**src/rtl/pwm_pkg.sv**
```systemverilog
`default_nettype none
// +--------------------------------------------------------------------------+
// | Module : pwm_pkg                                                         |
// | Brief  : Shared types and helpers for the count-driven PWM block.        |
// |          state_t   - duty handshake states                               |
// |          cnt_max   - largest count value for a W-bit counter (2^W-1)     |
// |          duty_max  - largest legal duty for a W-bit counter (2^W)        |
// | Rev    : 1.0  initial release                                            |
// +--------------------------------------------------------------------------+
package pwm_pkg;

  typedef enum logic [0:0] {
    IDLE = 1'b0,
    PEND = 1'b1
  } state_t;

  function automatic int unsigned cnt_max(input int unsigned w);
    return (32'd1 << w) - 32'd1;
  endfunction

  function automatic int unsigned duty_max(input int unsigned w);
    return 32'd1 << w;
  endfunction

endpackage
`default_nettype wire

```
**src/rtl/count_seq_chk.sv**
```systemverilog
`default_nettype none
// +--------------------------------------------------------------------------+
// | Module : count_seq_chk                                                   |
// | Brief  : Watches an upstream modulo-2^W count and raises a sticky error  |
// |          when it fails to advance by exactly +1 per clock.               |
// | Ports  : clk     in  clock, rising edge                                  |
// |          rst     in  synchronous active-high reset                       |
// |          cnt     in  W-bit upstream count                                |
// |          seq_err out sticky: count skipped or stalled since reset        |
// | Rev    : 1.0  initial release                                            |
// +--------------------------------------------------------------------------+
module count_seq_chk #(
  parameter int W = 3
) (
  input  logic         clk,
  input  logic         rst,
  input  logic [W-1:0] cnt,
  output logic         seq_err
);

  logic [W-1:0] prev_q, prev_d;
  logic         have_prev_q, have_prev_d;
  logic         seq_err_q, seq_err_d;
  logic [W-1:0] w_prev_inc;

  // W-bit add wraps 2^W-1 -> 0 on its own, matching the upstream counter.
  assign w_prev_inc = prev_q + W'(1);

  always_comb begin
    prev_d      = cnt;
    have_prev_d = 1'b1;
    seq_err_d   = seq_err_q;
    // The first edge after reset only primes prev; nothing to compare yet.
    if (have_prev_q && (cnt != w_prev_inc)) begin
      seq_err_d = 1'b1;
    end
  end

  always_ff @(posedge clk) begin
    if (rst) begin
      prev_q      <= '0;
      have_prev_q <= 1'b0;
      seq_err_q   <= 1'b0;
    end else begin
      prev_q      <= prev_d;
      have_prev_q <= have_prev_d;
      seq_err_q   <= seq_err_d;
    end
  end

  assign seq_err = seq_err_q;

endmodule
`default_nettype wire

```
**src/rtl/pwm_from_count.sv**
```systemverilog
`default_nettype none
// +--------------------------------------------------------------------------+
// | Module : pwm_from_count                                                  |
// | Brief  : PWM generator driven by a free-running modulo-2^W count. A new  |
// |          duty is taken through a valid/ready handshake into a shadow     |
// |          register and only copied into the active duty at the period     |
// |          boundary, so the waveform never glitches mid-period.            |
// | Ports  : clk         in   clock, rising edge                            |
// |          rst         in   synchronous active-high reset                 |
// |          cnt         in   W-bit upstream count                          |
// |          duty_in     in   requested high cycles per period (0..2^W)     |
// |          duty_valid  in   duty_in valid                                 |
// |          duty_ready  out  a new duty can be accepted                    |
// |          duty_active out  duty currently applied                        |
// |          pwm         out  registered PWM output                         |
// |          wrap        out  one-cycle pulse while cnt==0 is presented     |
// |          seq_err     out  sticky upstream sequence error                |
// | Rev    : 1.0  initial release                                            |
// +--------------------------------------------------------------------------+
module pwm_from_count
  import pwm_pkg::*;
#(
  parameter int W        = 3,
  parameter int DUTY_RST = 0
) (
  input  logic         clk,
  input  logic         rst,
  input  logic [W-1:0] cnt,
  input  logic [W:0]   duty_in,
  input  logic         duty_valid,
  output logic         duty_ready,
  output logic [W:0]   duty_active,
  output logic         pwm,
  output logic         wrap,
  output logic         seq_err
);

  localparam logic [W-1:0] CNT_MAX    = W'(cnt_max(W));
  localparam logic [W:0]   DUTY_MAX   = (W+1)'(duty_max(W));
  localparam logic [W:0]   C_DUTY_RST = (W+1)'(DUTY_RST);

  state_t       state_q, state_d;
  logic [W:0]   shadow_q, shadow_d;
  logic [W:0]   active_q, active_d;
  logic         pwm_q, pwm_d;
  logic         wrap_q, wrap_d;
  logic         w_boundary;
  logic [W:0]   w_duty_sat;

  assign w_boundary = (cnt == CNT_MAX);
  assign w_duty_sat = (duty_in > DUTY_MAX) ? DUTY_MAX : duty_in;

  // State and datapath registers.
  always_ff @(posedge clk) begin
    if (rst) begin
      state_q  <= IDLE;
      shadow_q <= '0;
      active_q <= C_DUTY_RST;
      pwm_q    <= 1'b0;
      wrap_q   <= 1'b0;
    end else begin
      state_q  <= state_d;
      shadow_q <= shadow_d;
      active_q <= active_d;
      pwm_q    <= pwm_d;
      wrap_q   <= wrap_d;
    end
  end

  // Next-state and datapath update.
  always_comb begin
    state_d  = state_q;
    shadow_d = shadow_q;
    active_d = active_q;
    // Compared against the duty in force before this edge, so a duty loaded
    // at the boundary first shows up on the cnt==0 compare one edge later.
    pwm_d    = ({1'b0, cnt} < active_q);
    wrap_d   = w_boundary;
    case (state_q)
      IDLE: begin
        // An accept on the boundary cycle only fills the shadow; the copy
        // into active_q waits for the following boundary.
        if (duty_valid) begin
          shadow_d = w_duty_sat;
          state_d  = PEND;
        end
      end
      PEND: begin
        if (w_boundary) begin
          active_d = shadow_q;
          state_d  = IDLE;
        end
      end
      default: state_d = IDLE;
    endcase
  end

  // Outputs decoded from state only; no valid->ready combinational path.
  always_comb begin
    duty_ready = (state_q == IDLE);
  end

  assign duty_active = active_q;
  assign pwm         = pwm_q;
  assign wrap        = wrap_q;

  count_seq_chk #(
    .W (W)
  ) u_seq_chk (
    .clk     (clk),
    .rst     (rst),
    .cnt     (cnt),
    .seq_err (seq_err)
  );

endmodule
`default_nettype wire

```
**config.mk**
```make
export PLATFORM = sky130hd
export DESIGN_NAME = pwm_from_count
export DESIGN_NICKNAME = d
export VERILOG_FILES = /design/src/rtl/pwm_pkg.sv /design/src/rtl/count_seq_chk.sv /design/src/rtl/pwm_from_count.sv
export SDC_FILE = /design/constraint.sdc
export NUM_CORES = 1
export LEC_CHECK = 0
export BUFFER_PORTS_ARGS = -buffer_cell sky130_fd_sc_hd__buf_4
export CAP_MARGIN = 0
export CELL_PAD_IN_SITES_DETAIL_PLACEMENT = 1
export CELL_PAD_IN_SITES_GLOBAL_PLACEMENT = 1
export CORE_MARGIN = 2
export CORE_UTILIZATION = 32
export DETAILED_ROUTE_END_ITERATION = 10
export PLACE_DENSITY = 0.75
export SLEW_MARGIN = 20
export SYNTH_ARGS = -nofsm -noshare
export SYNTH_HDL_FRONTEND = slang
export SYNTH_SLANG_ARGS = --single-unit
```
**constraint.sdc**
```tcl
create_clock -name clk -period 1.4 [get_ports clk]
set_clock_uncertainty 0.2 [all_clocks]
set_input_delay 0.35 -clock clk [delete_from_list [all_inputs] [get_ports clk]]
set_output_delay 0.35 -clock clk [all_outputs]
set_load 0.005 [all_outputs]
```
=== Word-level counts from Yosys, hierarchy flattened ===
Cells that the tools add are included.

* Equality and inequality tests: 2
* Reduce and logical (&&, ||, !) cells: 3
* Muxes and demuxes: 5
* Bitwise logic cells: 1
* Order comparisons: 2
* Add/sub/neg operators: 1

{| class="wikitable"
|+ Operators with widths
! kind !! count
|-
| 4-bit greater-than comparator, second input constant || 1
|-
| 3-bit by 4-bit less-than comparator with 1-bit output || 1
|-
| 4-bit 2-to-1 mux || 1
|-
| 2-bit AND reduction || 2
|-
| 3-bit by 1-bit adder with 3-bit output, second input constant || 1
|-
| 3-bit == test, second input constant || 1
|-
| 1-bit 2-to-1 mux || 3
|-
| 3-bit inequality test || 1
|-
| 1-bit one-hot mux with 2 select lines || 1
|-
| 1-bit logical AND || 1
|-
| 1-bit inverter || 1
|}

* Input bits: 10
* Word-level logic and storage cells: 22
* Register bits after elaboration: 16

=== Longest topological paths before layout ===
Gate-level depths: netlist of run 1.

* Depth in word-level cells: 3
* Mapped depth: 5
* Gate-level depth less buffers: 5

=== By module ===
Synthesis of run 1 repeated with hierarchy kept, for this count alone.

* Cell total of the unflattened synthesis: 65
* Area total of the unflattened synthesis: 670.6 um^2

{| class="wikitable"
|+ Modules (own cells, without submodules)
! module !! seq. area each (um^2) !! area an instance (um^2) !! times used !! cells an instance
|-
| pwm_from_count || 220.2 || 467.9 || 1 || 49
|-
| count_seq_chk || 100.1 || 202.7 || 1 || 16
|}

=== Least setup slack after synthesis of run 1 ===
OpenSTA, ideal clock, no wires.

* Path type: register -> register
* From: register u_seq_chk.prev_q[0]
* To: register u_seq_chk.seq_err_q (netlist: u_seq_chk.seq_err)
* Arrival: 1.004 ns
* Period minus slack after synthesis: 1.336 ns
* Setup time: 0.131 ns
* Stages on the path, launching flop included: 5
* Path slack: 0.064 ns
* Cells stage by stage: dfxtp_1 -> ha_1 -> xor2_1 -> nor4_1 -> nor3_1

* Word-level cells in the longest chain between the ends: 3

{| class="wikitable"
|+ Ends and longest elaborated chain
! item !! RTL line !! text
|-
| start: declaration || count_seq_chk.sv:21 || <nowiki>logic [W-1:0] prev_q, prev_d;</nowiki>
|-
| start signal: assignment || count_seq_chk.sv:45 || <nowiki>prev_q <= prev_d;</nowiki>
|-
| 3-bit by 1-bit adder with 3-bit output || count_seq_chk.sv:27 || <nowiki>assign w_prev_inc = prev_q + W'(1);</nowiki>
|-
| 3-bit inequality test || count_seq_chk.sv:34 || <nowiki>if (have_prev_q && (cnt != w_prev_inc)) begin</nowiki>
|-
| 1-bit logical AND || count_seq_chk.sv:34 ||
|-
| end signal: assignment || count_seq_chk.sv:47 || <nowiki>seq_err_q <= seq_err_d;</nowiki>
|-
| end: declaration || count_seq_chk.sv:23 || <nowiki>logic seq_err_q, seq_err_d;</nowiki>
|}

Every way passes these cells.
A chain may end at the register's enable or synchronous reset.

=== Worst setup path in the final report of run 1 ===
* From: register state_q
* To: output port duty_ready

* Word-level cells in the longest chain between the ends: 1

{| class="wikitable"
|+ Ends and longest elaborated chain
! item !! RTL line !! text
|-
| start: declaration || pwm_from_count.sv:42 || <nowiki>state_t state_q, state_d;</nowiki>
|-
| start signal: assignment || pwm_from_count.sv:62 || <nowiki>state_q <= state_d;</nowiki>
|-
| 1-bit inverter (no line) || - ||
|-
| end: declaration || pwm_from_count.sv:31 || <nowiki>output logic duty_ready,</nowiki>
|}

Every way passes these cells.

==> impl_results.md, run 1 <==
- Status: finished clean
- Cell taking the most area after synthesis: dfxtp_1
- TNS Setup: 0 ns
- PortBufs: 17
- Antenna-violating nets left: 0
- GR peak layer: met2
- Static Leakage: between 0.3 and 0.4 nW
- Post-synth net total: 76
- Slew margin rel.: 0.816
- Via-per-instance ratio: around 4.5
- Initial Util: 0.330
- Most instantiated cells after synthesis: dfxtp_1 (16), nand2_1 (6), a21oi_1 (5), nor2_1 (5)
- Clock tree buffer depth: 2
- IO Pins: 18
- Number of global-route vias before repair: 501
- Total GRT Usage: 0.127
- Cell area power density: approximately 970 nW/µm²
- Avg Synthesized Cell Area: about 10 µm²
- Worst endpoint required time: ~0.85 ns
- Hold_buf cts: 0
- Worst-path maximum fanout: 4
- Final slew viol count: 0
- Dpl ws: -0.0229 ns
- Final hold vios: 0
- Hold Crit Class: in -> reg
- Multi-input logic area: between 300 and 400 µm²
- Drt wl/cell: ~11 µm
- Crit Path Class: reg -> out
- Most frequent cell after synthesis: dfxtp_1
- Crit path DAT: around 0.8 ns
- Ant diodes: 0
- CTS clock-pin slew for the worst setup and hold paths: ~0.090 ns
- RSZ-0062 raised after global routing: false
- Int Pwr: 0.000634 W
- Flops & latches, synth: 16
- Synth top area share: 0.511
- Vias: between 400 and 500
- Cts bufs inserted: 3
- Setup slack after layout: around 0.051 ns
- Met1 usage: 0.137
- Pre-antenna DRT Iters: 2
- Grt met2 use: 0.216
- Initial antenna violation count: 0
- Largest net degree at the start of global routing: 14
- Tightest Pin Transition: approximately 0.28 ns
- Synth cell types: 20
- Clk_lat worst skew: 0.28 ns
- Die H: 48.3 µm
- Fin crit share: 0.964
- Maxcap violations: 0
- Sink Count: 16
- Power, Total: 0.000824 W
- Share of layout cells above drive strength 1: 0.345
- Primary FF master, synth: dfxtp_1
- Sequential element share of the synthesized area: 0.511
- Leading post-synthesis cells by cell area: dfxtp_1 (51%), mux2i_1 (6.4%), ha_1 (6.0%)
- Switching Share: 0.230
- Post-synth EDFFs: 0
- Synth warn: 0
- Cell Area, Synth: approximately 630 µm²
- Row Count: 16
- Final core utilization: 0.448
- Minimum clock period: 1.35 ns
- Nets: slightly below 100
- Setup crit start kind: register
- Global-route wire length before repair: between 1500 and 2000 µm
- Iter 0 DRT Violations: 2
- TritonCTS clock tree: done
- Register Area: between 300 and 400 µm²
- Reg power frac: 0.590
- Full die area: approximately 2300 µm²
- Root Driver: clkbuf_4
- Fillcell total: around 240
- Core Footprint: roughly 1900 µm²
- Drt total wl: 1240 µm
- Clock Power Share: 0.283
- Final setup fails: 0
- Maximum vdd drop: around 0.47 mV
- H-tree depth: 1
- Combinational share of power: 0.127
- GRT met3 Usage: 0.0444
- GRT overflow: 0
- Placer congestion estimate: 0.697
- Mapped Cells: 63
- Switching power: between 0.00015 and 0.0002 W
- Die width: between 40 and 50 µm
- CP Capture Type: output pin
- Area grow syn2layout: 35.9%
- Async SR Flop Fraction: 0
- Drt drc: 0
- Fmax achieved: around 740 MHz
area by class of cell:
type / count / share of cell area
inverters: 4 / 0.0176
flip-flops and latches: 16 / 0.383
multi-input cells: 42 / 0.361
well taps: 27 / 0.0396
clock buffers: 3 / 0.0264
repair buffers: 19 / 0.172
logic make-up after synthesis:
kind of cell	share of synthesized area
AO/OA/AOI/OAI	0.0798
XOR/XNOR	0.0559
adder cells (fa/ha/maj)	0.0599
buffers and inverters	0.0299
flip-flops	0.511
multiplexers	0.0639
AND/OR/NAND/NOR	0.200
per-layer routing:
metal	wire [µm]	vias up
li1	-	255
met1	533	228
met2	629	15
met3	73	0
met4	0	0
met5	0	-
what timing repair did:
| item | 4_1_cts | 5_1_grt |
|---|---|---|
| setup endpoints to repair | 2 | 3 |
| resized for setup | 5 | 4 |
| pin swaps | 3 | 1 |
| hold endpoints to repair | 0 | 0 |
| buffers inserted | 1 | 0 |
state kept, by name, summed over array words and instances (netlist names):
register and cells:
u_seq_chk.have_prev_q 1, state_q 1, pwm 1, duty_active 4
shadow_q 4, u_seq_chk.seq_err 1, wrap 1, u_seq_chk.prev_q 3
path summary, 6_finish.rpt:
path	cells after the start	to	start	slack, ns
setup / recovery	2	duty_ready	state_q$_SDFF_PP0_	0.05
hold / removal	2	state_q$_SDFF_PP0_	duty_valid	0.11
setup reg to reg	4	u_seq_chk.seq_err$_SDFFE_PP0P_	u_seq_chk.prev_q[0]$_SDFF_PP0_	0.07
hold reg to reg	2	shadow_q[0]$_SDFFE_PP0P_	shadow_q[0]$_SDFFE_PP0P_	0.25
stage by stage:
step | cell area [µm²] | hold WS, ns | instances
final | 852 | 0.109 | 111
after floorplan | 627 | 0.222 | 63
after global routing | 852 | 0.107 | 111
after global placement | 792 | 0.244 | 107
after detailed placement | 792 | 0.247 | 107
after CTS | 845 | 0.0991 | 111
cells in the final DEF, fill, tap and decap left out:
master	netlist	layout
dfxtp_1	16	13
and3_1	1	1
nand4_2	1	1
inv_1	4	3
nand3b_1	3	3
inv_2	0	1
clkbuf_4	0	3
nand2b_1	1	1
a21oi_1	5	5
nor2b_1	4	4
nand2_1	6	6
dfxtp_4	0	1
dfxtp_2	0	2
a21o_1	1	1
xnor2_2	0	1
o211a_1	1	1
nor4_1	1	1
ha_1	3	2
mux2i_1	4	4
buf_6	0	1
buf_4	0	18
xnor2_1	3	2
nor3_1	1	1
o21a_1	1	1
ha_4	0	1
xor2_1	1	1
nor2_1	5	5
critical path, stage by stage (launching register included):
cell	delay, ns
dfxtp_4	0.38
inv_2	0.04
buf_6	0.10
power by group through the flow:
stage / Combinational [W] / Clock, W / Sequential, W
after floorplan: 0.0000486 / 0 / 0.000493
after global placement: 0.0000964 / 0 / 0.000495
after detailed placement: 0.0000990 / 0 / 0.000495
after CTS: 0.000105 / 0.000243 / 0.000487
after global routing: 0.000118 / 0.000263 / 0.000490
final: 0.000104 / 0.000234 / 0.000486
Note: power is estimated with default switching activity, not from simulation.
==> run 2, diff against run 1 <==
--- a/config.mk
+++ b/config.mk
@@ -5,12 +5,13 @@
 export SDC_FILE = /design/constraint.sdc
 export NUM_CORES = 1
 export LEC_CHECK = 0
+export ABC_AREA = 1
 export BUFFER_PORTS_ARGS = -buffer_cell sky130_fd_sc_hd__buf_4
 export CAP_MARGIN = 0
 export CELL_PAD_IN_SITES_DETAIL_PLACEMENT = 1
 export CELL_PAD_IN_SITES_GLOBAL_PLACEMENT = 1
 export CORE_MARGIN = 2
-export CORE_UTILIZATION = 32
+export CORE_UTILIZATION = 31
 export DETAILED_ROUTE_END_ITERATION = 10
 export PLACE_DENSITY = 0.75
 export SLEW_MARGIN = 20
==> run 2 against run 1 <==
- critical path depth rose by 6
- sequential power grew 0.8%
- fmax shrank 0.23%
- utilization increased by 0.34 points
- design area is 5.0% higher
- die area grew 8.2%
- clock power increased by 29%
- via count up 19%
- synthesized area is 5.6% higher
- setup slack worse by 0.0031 ns
- synthesized cell count grew 33%
- critical path type is now reg -> reg
- critical endpoint is now u_seq_chk.seq_err$_SDFFE_PP0P_
==> impl_results.md, run 2 <==
- Root Driver: clkbuf_4
- Flops & latches, synth: 16
- Clk_lat worst skew: between 0.2 and 0.3 ns
- Die width: roughly 50 µm
- RSZ-0062 raised after global routing: true
- GRT overflow: 0
- Post-Place Cells: 127
- Drt total wl: 1510 µm
- Sequential element share of the synthesized area: 0.484
- Cell taking the most area after synthesis: dfxtp_1
- Post-route insts no fill: 133
- Minimum clock period: about 1.4 ns
- Mapped Cells: 84
- CP Capture Type: register
- Multi-input logic area: 303 µm²
- Vias: a little under 600
- Status: finished clean
- Initial antenna violation count: 0
- Cell area power density: 1040 nW/µm²
- Synth cell types: 16
- Worst endpoint required time: 1.38 ns
- Maximum vdd drop: 0.421 mV
- Post-synth EDFFs: 0
- IO Pins: 18
- Iter 0 DRT Violations: 2
- Fillcell total: approximately 250
- Most frequent cell after synthesis: nand2_1
- Final slew viol count: 0
- Ant diodes: 0
- Commonest cells after routing, fill and taps aside: buf_4 (19), nand2_1 (18), dfxtp_1 (13)
- H-tree depth: 1
- Final hold vios: 0
- Area grow syn2layout: 35.2%
- Total GRT Usage: 0.139
- Via-per-instance ratio: about 4.4
- Synth warn: 0
- Share of layout cells above drive strength 1: 0.349
- Setup crit start kind: register
- Post-DP HPWL: about 1200 µm
- Post-synth net total: slightly below 100
- Static Leakage: roughly 0.4 nW
- Leading post-synthesis cells by cell area: dfxtp_1 (48%), nand2_1 (11%), a21oi_1 (6.8%)
- Maxcap violations: 0
- Row Count: 16
- Nets: between 100 and 150
- Drt wl/cell: between 10 and 15 µm
- Register Area: 327 µm²
- Full die area: about 2500 µm²
- Synth top area share: 0.484
- Cell Area, Synth: about 660 µm²
- Final hold slack: between 0.1 and 0.15 ns
- TritonCTS clock tree: done
- Cts bufs inserted: 3
- Die H: around 50 µm
- Global-route wire length before repair: between 2000 and 3000 µm
- Pre-antenna DRT Iters: 2
- Fin crit share: 0.966
- Fmax achieved: approximately 740 MHz
- PortBufs: 17
- Final setup fails: 0
- Tightest Pin Transition: 0.159 ns
- Largest net degree at the start of global routing: 12
- Primary FF master, synth: dfxtp_1
- Slew margin rel.: 0.893
- Crit Path Class: reg -> reg
- R2R setup slack: ~0.048 ns
- Async SR Flop Fraction: 0
- Most instantiated cells after synthesis: nand2_1 (19), dfxtp_1 (16), inv_1 (12)
- Core Footprint: ~2000 µm²
- Clock tree buffer depth: 2
- Final core utilization: 0.451
- Power, Total: between 0.0009 and 0.001 W
- CTS clock-pin slew for the worst setup and hold paths: around 0.10 ns
- Hold Crit Class: in -> reg
- Drt drc: 0
- Commonest non-fill, non-tap cell in the layout: buf_4
- Crit path DAT: approximately 1.3 ns
- Placer congestion estimate: 0.702
- Avg Synthesized Cell Area: 7.88 µm²
- Number of global-route vias before repair: approximately 630
- Initial Util: 0.334
- Worst-path maximum fanout: 3
- Antenna-violating nets left: 0
- Sink Count: 16
run 2: logic make-up after synthesis:
logic type | after synthesis | synth area share
adder cells (fa/ha/maj) | 3 | 0.0567
AO/OA/AOI/OAI | 15 | 0.125
AND/OR/NAND/NOR | 35 | 0.248
buffers and inverters | 15 | 0.0869
flip-flops | 16 | 0.484
run 2: cell type report:
type / count / share of cell area
flip-flops and latches: 16 / 0.365
multi-input cells: 53 / 0.338
repair buffers: 19 / 0.159
inverters: 14 / 0.0587
clock buffers: 4 / 0.0406
well taps: 27 / 0.0378
run 2: path summary, 6_finish.rpt:
kind / startpoint / end / cells past startpoint
worst min register to register: u_seq_chk.have_prev_q$_DFF_P_ / u_seq_chk.seq_err$_SDFFE_PP0P_ / 2
worst max-delay path: u_seq_chk.prev_q[0]$_SDFF_PP0_ / u_seq_chk.seq_err$_SDFFE_PP0P_ / 8
worst min-delay path: duty_in[1] / shadow_q[1]$_SDFFE_PP0P_ / 3
worst max register to register: u_seq_chk.prev_q[0]$_SDFF_PP0_ / u_seq_chk.seq_err$_SDFFE_PP0P_ / 8
run 2: critical path: stages (launching register included):
cell and delay [ns]:
dfxtp_4 0.37, ha_4 0.27, inv_2 0.03, nand2_2 0.04, nand2_1 0.05, nor2_1 0.08
nand3_1 0.09, nand2_1 0.08, a21oi_2 0.05
run 2: through the flow:
step                setup TNS, ns  area (µm²)  setup slack (ns)
detailed placement              0         818            0.0120
global route              -0.0233         895           -0.0233
global placement                0         818            0.0453
finish                          0         895            0.0476
floorplan                       0         662             0.134
CTS                             0         863            0.0131
run 2: timing repair:
item	CTS	global route
buffers inserted	1	1
gates resized for setup	1	7
pin swaps	0	5
setup endpoints to repair	2	3
hold buffers	0	0
run 2: metal layers:
layer  GRT usage  part of all wire  vias up
met1       0.128              0.43      274
met4      0.0694            0.0066        0
met3      0.0357             0.030        2
met5           0                 0        -
met2       0.274              0.54       11
li1            -                 -      304
run 2: power breakdown:
| part | switching, W | leakage, nW | total, W | internal [W] |
|---|---|---|---|---|
| combinational | 0.0000686 | 0.256 | 0.000135 | 0.0000661 |
| sequential | 0.0000123 | 0.133 | 0.000490 | 0.000477 |
| clock | 0.000145 | 0.0210 | 0.000303 | 0.000158 |
==> run 3, diff against run 2 <==
--- a/config.mk
+++ b/config.mk
@@ -7,11 +7,8 @@
 export LEC_CHECK = 0
 export ABC_AREA = 1
 export BUFFER_PORTS_ARGS = -buffer_cell sky130_fd_sc_hd__buf_4
-export CAP_MARGIN = 0
-export CELL_PAD_IN_SITES_DETAIL_PLACEMENT = 1
-export CELL_PAD_IN_SITES_GLOBAL_PLACEMENT = 1
 export CORE_MARGIN = 2
-export CORE_UTILIZATION = 31
+export CORE_UTILIZATION = 43
 export DETAILED_ROUTE_END_ITERATION = 10
 export PLACE_DENSITY = 0.75
 export SLEW_MARGIN = 20
==> run 3 against run 2 <==
- combinational power is 6% lower
- largest power group unchanged
- sequential share of layout area is 1.2 points higher
- first-iteration DRC count grew to 5.5 times the previous value
- total power is 8.7% lower
- highest routed layer unchanged
==> impl_results.md, run 3 (synthesis results as in run 2) <==
- R2R depth: 8
- Number of global-route vias before repair: ~470
- Post-DP Area: between 800 and 900 µm²
- Core Footprint: approximately 1500 µm²
- Initial antenna violation count: 0
- Via-per-instance ratio: between 4 and 5
- Placer congestion estimate: 0.777
- Crit path DAT: about 0.79 ns
- Crit-path cells: inv_2, buf_4
- Clk_lat worst skew: between 0.2 and 0.3 ns
- Final setup fails: 0
- Maxcap violations: 0
- Drt wl/cell: 9.58 µm
- Crit path buf inv count: 2
- Crit Path Class: reg -> out
- Worst-path maximum fanout: 2
- Die H: about 43 µm
- RSZ-0062 raised after global routing: true
- Die width: around 43 µm
- Final core utilization: 0.579
- Minimum clock period: 1.34 ns
- R2R Path End: u_seq_chk.seq_err$_SDFFE_PP0P_
- Int Pwr: between 0.0006 and 0.0007 W
- Setup slack after layout: approximately 0.057 ns
- Kind of cell adding the most delay to the critical path: flip-flops
- Fmax achieved: around 740 MHz
- Full die area: between 1500 and 2000 µm²
- Iter 0 DRT Violations: 11
- Root Driver: clkbuf_4
- Final slew viol count: 0
- Global-route wire length before repair: approximately 1800 µm
- Reg-to-reg startpoint: u_seq_chk.prev_q[0]$_SDFF_PP0_
- IO Pins: 18
- Slew margin rel.: 0.907
- Pre-antenna DRT Iters: 4
- Setup crit start kind: register
- TNS Setup: 0 ns
- Cell area power density: 994 nW/µm²
- R2R setup slack: about 0.08 ns
- CTS clock-pin slew for the worst setup and hold paths: roughly 0.08 ns
- Drt drc: 0
- Tightest Pin Transition: 0.138 ns
- Share of layout cells above drive strength 1: 0.308
- Fillcell total: between 100 and 150
- Dpl ws: 0.0223 ns
- Drt total wl: between 1000 and 1500 µm
- Worst endpoint required time: between 0.8 and 0.9 ns
- Combinational share of power: 0.150
- Status: finished clean
- Initial Util: 0.450
- Clock Power Share: 0.272
- Switching Share: 0.243
- PortBufs: 17
- Hold path start: rst
- CP Capture Type: output pin
- Antenna-violating nets left: 0
- Worst Hold End: u_seq_chk.seq_err$_SDFFE_PP0P_
- Largest net degree at the start of global routing: 12
- Row Count: 14
- GRT overflow: 0
- Switching power: roughly 0.00021 W
- Area grow syn2layout: 28.7%
- CP Depth: 2
- Post-DP HPWL: ~890 µm
- Worst path slowest cell: dfxtp_1
- Cts bufs inserted: 3
- Ant diodes: 0
- Static Leakage: between 0.3 and 0.4 nW
- Reg power frac: 0.578
- TritonCTS clock tree: done
- Sink Count: 16
- Hold path depth: 2
- Hold Crit Class: in -> reg
- Fin crit share: 0.959
- Total GRT Usage: 0.135
- Commonest non-fill, non-tap cell in the layout: nand2_1
- H-tree depth: 1
- Nets: around 120
- Slowest stage delay, CP: about 0.34 ns
- Final hold slack: between 0.1 and 0.15 ns
- Maximum vdd drop: 0.395 mV
- Clock tree buffer depth: 2
- Final hold vios: 0
- Vias: 577
- Final instance area: 852 µm²
- Commonest cells after routing, fill and taps aside: nand2_1 (19), buf_4 (18), dfxtp_1 (15)
## run 3: power groups by stage
| stage | sequential [W] | clock, W | combinational (W) |
|---|---|---|---|
| 6_report | 0.000490 | 0.000230 | 0.000127 |
| 5_1_grt | 0.000493 | 0.000254 | 0.000144 |
| 4_1_cts | 0.000488 | 0.000242 | 0.000124 |
| 3_5_place_dp | 0.000499 | 0 | 0.000120 |
| 3_3_place_gp | 0.000498 | 0 | 0.000117 |
| 2_1_floorplan | 0.000498 | 0 | 0.0000670 |
## run 3: how the worst max path moves through the flow
stage                                   start                              to  slack, ns
2_1_floorplan  u_seq_chk.prev_q[0]$_SDFF_PP0_  u_seq_chk.seq_err$_SDFFE_PP0P_       0.13
3_3_place_gp                           cnt[1]                  pwm$_SDFF_PP0_       0.05
3_5_place_dp   u_seq_chk.prev_q[0]$_SDFF_PP0_  u_seq_chk.seq_err$_SDFFE_PP0P_       0.02
4_1_cts        u_seq_chk.prev_q[0]$_SDFF_PP0_  u_seq_chk.seq_err$_SDFFE_PP0P_       0.01
5_1_grt        u_seq_chk.prev_q[0]$_SDFF_PP0_  u_seq_chk.seq_err$_SDFFE_PP0P_     -0.002
6_report                   state_q$_SDFF_PP0_                      duty_ready       0.06
## run 3: worst reg2reg max path: cells and delay by family, from the launching register on
| kind | cells | cell delay (ns) |
|---|---|---|
| AOI/OAI and AO/OA | 1 | 0.05 |
| adders and majority gates | 1 | 0.27 |
| DFF | 1 | 0.34 |
| and+or+nand+nor | 5 | 0.34 |
| buffers and inverters | 1 | 0.03 |
## run 3: layer usage
metal	vias to the layer above	GRT usage	share of wire
met2	16	0.212	0.47
met3	5	0.0298	0.065
met4	0	0.109	0.032
li1	303	-	-
met5	-	0	0
met1	253	0.154	0.43
## run 3: per-stage QoR
stage	cells	power, W
floorplan	84	0.000565
detailed placement	116	0.000619
finish	120	0.000847
global route	120	0.000890
CTS	120	0.000854
global placement	116	0.000615
## run 3: cell type report
cell class	instances	area, µm²	area share
inverters	14	52.6	0.0617
repair buffers	18	135	0.159
clock buffers	3	22.5	0.0264
flip-flops and latches	16	322	0.377
well taps	16	20.0	0.0235
multi-input cells	53	300	0.352
## run 3: what timing repair did
item | CTS | global route
hold buffers | 0 | 0
resized for setup | 0 | 4
pin swaps | 0 | 2
buffers inserted | 1 | 0
endpoints found under the setup margin | 1 | 1
